[src/rtl/sb_rdi_cfg_rx_buffer.sv]
// RDI sideband config receiver: frames lp_cfg messages, store-and-forward FIFO, credit return.
// Optional sticky error flags are built when CFG_RX_ERR_CHECK_EN is defined.
module sb_rdi_cfg_rx_buffer #(
  parameter int unsigned NC        = 32,
  parameter int unsigned DEPTH     = 32,
  parameter int unsigned MAX_BEATS = 4
) (
  input  logic                       i_clk,
  input  logic                       i_rst_n,
  input  logic [NC-1:0]              i_lp_cfg,
  input  logic                       i_lp_cfg_vld,
  output logic                       o_pl_cfg_crd,
  output logic [NC-1:0]              o_msg_data,
  output logic                       o_msg_vld,
  output logic                       o_msg_last,
  input  logic                       i_msg_rdy,
  output logic [$clog2(DEPTH+1)-1:0] o_msg_count,
  output logic                       o_err_overflow,
  output logic                       o_err_too_long
);

  localparam int unsigned FD = DEPTH * MAX_BEATS;
  localparam int unsigned PW = (FD > 1) ? $clog2(FD) : 1;
  localparam int unsigned CW = $clog2(DEPTH + 1);
  localparam int unsigned BW = $clog2(MAX_BEATS + 1);

  typedef enum logic [1:0] {
    S_IDLE,
    S_RECV,
    S_DISCARD
  } state_t;

  state_t          state_q, state_d;
  logic [NC-1:0]   stg_q, stg_d;
  logic [BW-1:0]   beat_q, beat_d;
  logic [CW-1:0]   occ_q, msg_cnt_q;
  logic [PW-1:0]   wr_ptr_q, rd_ptr_q;
  logic            crd_q;
  logic            start, push, push_last, set_ovf, set_long;
  logic            pop, pop_last;
  logic [NC:0]     mem [FD];
  logic [NC:0]     head;

  function automatic logic [PW-1:0] ptr_inc(input logic [PW-1:0] p);
    return (p == PW'(FD - 1)) ? '0 : p + 1'b1;
  endfunction

  // S_RECV means the staging register holds a beat awaiting push; its
  // last flag is only known once the following cycle's vld is seen.
  always_comb begin
    state_d   = state_q;
    stg_d     = stg_q;
    beat_d    = beat_q;
    start     = 1'b0;
    push      = 1'b0;
    push_last = 1'b0;
    set_ovf   = 1'b0;
    set_long  = 1'b0;
    case (state_q)
      S_IDLE: begin
        if (i_lp_cfg_vld) begin
          if (occ_q == CW'(DEPTH)) begin
            set_ovf = 1'b1;
            state_d = S_DISCARD;
          end else begin
            start   = 1'b1;
            stg_d   = i_lp_cfg;
            beat_d  = BW'(1);
            state_d = S_RECV;
          end
        end
      end
      S_RECV: begin
        push = 1'b1;
        if (!i_lp_cfg_vld) begin
          push_last = 1'b1;
          beat_d    = '0;
          state_d   = S_IDLE;
        end else if (beat_q == BW'(MAX_BEATS)) begin
          push_last = 1'b1;
          set_long  = 1'b1;
          beat_d    = '0;
          state_d   = S_DISCARD;
        end else begin
          stg_d  = i_lp_cfg;
          beat_d = beat_q + 1'b1;
        end
      end
      S_DISCARD: begin
        if (!i_lp_cfg_vld) state_d = S_IDLE;
      end
      default: state_d = S_IDLE;
    endcase
  end

  assign head       = mem[rd_ptr_q];
  assign o_msg_vld  = (msg_cnt_q != '0);
  assign o_msg_data = o_msg_vld ? head[NC-1:0] : '0;
  assign o_msg_last = o_msg_vld & head[NC];
  assign pop        = o_msg_vld & i_msg_rdy;
  assign pop_last   = pop & head[NC];

  always_ff @(posedge i_clk or negedge i_rst_n) begin
    if (!i_rst_n) begin
      state_q   <= S_IDLE;
      stg_q     <= '0;
      beat_q    <= '0;
      occ_q     <= '0;
      msg_cnt_q <= '0;
      wr_ptr_q  <= '0;
      rd_ptr_q  <= '0;
      crd_q     <= 1'b0;
    end else begin
      state_q <= state_d;
      stg_q   <= stg_d;
      beat_q  <= beat_d;
      crd_q   <= pop_last;
      if (push) wr_ptr_q <= ptr_inc(wr_ptr_q);
      if (pop)  rd_ptr_q <= ptr_inc(rd_ptr_q);
      if (start && !crd_q)      occ_q <= occ_q + 1'b1;
      else if (!start && crd_q) occ_q <= occ_q - 1'b1;
      if (push_last && !pop_last)      msg_cnt_q <= msg_cnt_q + 1'b1;
      else if (!push_last && pop_last) msg_cnt_q <= msg_cnt_q - 1'b1;
    end
  end

  always_ff @(posedge i_clk) begin
    if (push) mem[wr_ptr_q] <= {push_last, stg_q};
  end

  assign o_pl_cfg_crd = crd_q;
  assign o_msg_count  = msg_cnt_q;

`ifdef CFG_RX_ERR_CHECK_EN
  logic err_ovf_q, err_long_q;

  always_ff @(posedge i_clk or negedge i_rst_n) begin
    if (!i_rst_n) begin
      err_ovf_q  <= 1'b0;
      err_long_q <= 1'b0;
    end else begin
      if (set_ovf)  err_ovf_q  <= 1'b1;
      if (set_long) err_long_q <= 1'b1;
    end
  end

  assign o_err_overflow = err_ovf_q;
  assign o_err_too_long = err_long_q;
`else
  logic err_set_unused;
  assign err_set_unused = set_ovf | set_long;
  assign o_err_overflow = 1'b0;
  assign o_err_too_long = 1'b0;
`endif

endmodule

[config.mk]
export PLATFORM = sky130hd
export DESIGN_NAME = sb_rdi_cfg_rx_buffer
export DESIGN_NICKNAME = d
export VERILOG_FILES = /design/src/rtl/sb_rdi_cfg_rx_buffer.sv
export SDC_FILE = /design/constraint.sdc
export NUM_CORES = 2
export LEC_CHECK = 0
export BUFFER_PORTS_ARGS = -buffer_cell sky130_fd_sc_hd__buf_2
export CAP_MARGIN = 40
export CORE_ASPECT_RATIO = 2
export CORE_MARGIN = 10
export CORE_UTILIZATION = 45
export CTS_BUF_LIST = sky130_fd_sc_hd__clkbuf_2 sky130_fd_sc_hd__clkbuf_4 sky130_fd_sc_hd__clkbuf_8
export DETAILED_ROUTE_END_ITERATION = 12
export GPL_ROUTABILITY_DRIVEN = 1
export GPL_TIMING_DRIVEN = 0
export PLACE_DENSITY_LB_ADDON = 0.1
export SYNTH_ARGS = -nofsm -noshare
export SYNTH_HDL_FRONTEND = slang
export SYNTH_MEMORY_MAX_BITS = 65536
export SYNTH_SLANG_ARGS = --single-unit
export TNS_END_PERCENT = 50
[constraint.sdc]
create_clock -name i_clk -period 19 [get_ports i_clk]
set_input_delay 2.85 -clock i_clk [delete_from_list [all_inputs] [get_ports i_clk]]
set_output_delay 2.85 -clock i_clk [all_outputs]
set_load 0.02 [all_outputs]
==> impl_metrics.tcl <==
set metrics [dict create \
    status "complete, no violations" \
    clk_latency_ns 1.21 \
    drc 0 \
    path_max_fanout 10 \
    die_h_um 874.7 \
    hold_path_end "occ_q[5]$_DFFE_PN0P_" \
    avgSynthCellArea_um2 22.10 \
    fillers 28340 \
    place_inst 12790 \
    synth-edff-count 4224 \
    async_reset_ff_share_pct 1.493 \
    whs_ns 0.4841 \
    cts_resized 0 \
    crit_type "reg2out" \
    yosysWarnings 0 \
    hp-start "occ_q[5]$_DFFE_PN0P_" \
    core_area_um2 363400 \
    max_slew.worst_pin.slew_ns 1.284 \
    netlist_instances 7438 \
    clock_power_share_pct 21.1 \
    startpoint_type "flip-flop" \
    finClkSkew_ns 0.08857 \
    drtPass1Iterations 6 \
    post_cts_buffers 0 \
    viasPerCell 6.568 \
    setup_viol 0 \
    relSlewSlack_pct 14.39 \
    seqPwrFrac_pct 37.1 \
    fin_cells 13960 \
    r2r_end "o_msg_count[5]$_DFFE_PN0P_" \
    combPwrFrac_pct 41.8 \
    nNetsFinal 8771 \
    htree_levels 6 \
    yosysUniqueCellTypes 60 \
    drt_iter0_drc 12590 \
    switching_share_pct 41.91 \
    fin_tns_setup_ns 0 \
    final_common_cell "edfxtp_1" \
    hpwl_um 512200 \
    clock.fmax_mhz 100.5 \
    period_share_pct 52.39 \
    cts.reportedPaths.clkPinSlew_ns 0.07 \
    slowest_delay_ns 0.91 \
    final_max_slew_viol_count 0 \
    area_growth_pct 18.09 \
    critPathArrivalTime_ns 7.10 \
    critPathRequiredTime_ns 16.15 \
    p_switching_mw 14.36 \
    yosysSeqAreaShare_pct 78.15 \
    ys.flop_type "edfxtp_1" \
    power.density_nw_per_um2 176.6 \
    routabilityCongestion 1.019 \
    grt_max_degree 85 \
    cts_tree "yes" \
    power_mw 34.27 \
    cts_buffers 611 \
    wl_per_cell_um 51.06 \
    rows 313 \
    cp_common_cell "buf_2" \
    grt_first_pass_wirelength_um 913900 \
    grt_pass1_vias 91180 \
    r2r-start "rd_ptr_q[3]$_DFFE_PN0N_" \
    most-common-layout-cells "4,224 x edfxtp_1, 877 x mux4_2, 636 x clkbuf_8" \
    synth_area_um2 164400 \
    ys_ff_latch 4288 \
    ir_worst_vdd_mv 0.2097 \
    synth_largest_area_cell "edfxtp_1" \
    r2r_slack_ns 12.36 \
    final_layout_size_suffix_gt1_share_pct 33.39 \
    rsz0062_at_grt "false" \
    hold_depth 1 \
    hold_buffers 0 \
    crit_chain "buf_2, and2_1, clkbuf_1, buf_6, buf_2, clkbuf_2, buf_16, a21oi_1, a22oi_1, a211oi_1, nor3_1, buf_2" \
    ant_nets 0 \
    cts_buffer_depth 4 \
    grt_overflow 0 \
    rr_worst_depth 21 \
    track_usage_pct 36.32 \
    cts-root-buf "clkbuf_8" \
    dieArea_um2 391300 \
    fp.dieW_um 447.3 \
    initial_utilization_pct 45.22 \
    hold_viol 0 \
    hold_class "reg2reg" \
    finalCriticalPeriod_ns 9.954 \
    vias 91660 \
    drv_cap 0 \
    portBuffers 76 \
    slowest_stage "a22oi_1" \
    ios 79 \
    p_int_mw 19.91 \
    cts.sinks 4288 \
    p_leak_nw 62.17 \
    endpoint_kind "output port" \
    antenna_found_initial 60 \
    ys_top_cells_by_area "edfxtp_1 77%, mux4_2 12%, mux2i_1 2.4%, a22oi_1 1.3%, dfrtp_1 0.97%" \
    drt-total-wl_um 712500 \
    netlist.area_leader.share_pct 77.18 \
]
[logic make-up after synthesis]
group                      synth area share, %
buffers and inverters                    1.639
muxes                                    14.96
and+or+nand+nor                          1.229
AOI/OAI and AO/OA                        3.784
xor gates and xnor gates                0.1066
other                                 0.002282
adders and majority gates               0.1309
DFF                                      78.15
[metrics by stage]
step / util [%] / cell area, um^2 / setup WS [ns]
after floorplan: - / 164400 / 10.62
after global placement: 46.95 / 170600 / 3.813
after detailed placement: 50.03 / 181800 / 10.76
after CTS: 53.20 / 193300 / 9.485
after global routing: 53.38 / 194000 / 9.497
final: 53.40 / 194100 / 9.046
[metal layers]
layer,GRT usage (%),wire [um]
met3,8.539,56110
met5,0.06151,75
met1,36.65,212700
met2,59.26,345700
met4,38.56,97870
[power groups by stage]
stage	clock network [mW]	logic, mW	registers (mW)
3_5_place_dp	0	13.7	12.9
5_1_grt	7.65	14.1	12.7
3_3_place_gp	0	11.0	14.6
6_report	7.23	14.3	12.7
2_1_floorplan	0	5.08	13.1
4_1_cts	7.28	13.7	12.7
[layout make-up]
type                            count  area, um^2  area share (%)
Sequential cell                  4288      128600           66.24
Multi-Input combinational cell   2690       34450           17.75
Timing Repair Buffer              667       10790           5.562
Clock buffer                      836       10250           5.284
Tap cell                         4725        5912           3.046
Buffer                            446        2670           1.376
Clock inverter                    241        1269          0.6537
Antenna cell                       47       117.6         0.06060
Inverter                           15       56.30         0.02901
[Yosys cell counts, drive strengths merged (6+ instances only)]
| cell type | instances |
|---|---|
| edfxtp | 4224 |
| mux4 | 877 |
| mux2i | 398 |
| buf | 293 |
| a22oi | 283 |
| clkbuf | 153 |
| nor2 | 151 |
| a211oi | 123 |
| a21oi | 109 |
| a31oi | 81 |
| mux2 | 75 |
| nand2 | 72 |
| nand2b | 67 |
| o21ai | 65 |
| dfrtp | 64 |
| o221ai | 61 |
| o22ai | 60 |
| a22o | 47 |
| nor3 | 45 |
| a221oi | 31 |
| nand3 | 19 |
| nor2b | 17 |
| ha | 14 |
| xnor2 | 14 |
| inv | 13 |
| and2 | 9 |
| nand3b | 7 |
| or2 | 7 |
| and3 | 6 |
| xor2 | 6 |
[sequential cells by signal, indices dropped and copies added (netlist names)]
| name | flops |
|---|---|
| wr_ptr_q | 7 |
| occ_q | 6 |
| beat_q | 3 |
| state_q | 2 |
| o_pl_cfg_crd | 1 |
| rd_ptr_q | 7 |
| o_msg_count | 6 |
| mem | 4224 |
| stg_q | 32 |
[worst max-delay path by stage]
stage	start	end	depth (start not counted)
final	rd_ptr_q[3]$_DFFE_PN0N_	o_msg_data[1]	12
after global routing	rd_ptr_q[3]$_DFFE_PN0N_	o_msg_data[1]	12
after CTS	rd_ptr_q[3]$_DFFE_PN0N_	o_msg_data[1]	11
after detailed placement	rd_ptr_q[3]$_DFFE_PN0N_	o_msg_data[1]	11
after global placement	i_lp_cfg_vld	stg_q[23]$_DFFE_PN0P_	5
after floorplan	i_lp_cfg_vld	o_msg_count[5]$_DFFE_PN0P_	10
[worst max-delay path: cells and delay by family, from the launching register on]
kind                   cells  cell delay [ns]
and+or+nand+nor            2             0.89
DFF                        1             0.44
buffers and inverters      7             3.23
AOI/OAI and AO/OA          3             1.29
Note: power is estimated with default switching activity, not from simulation.
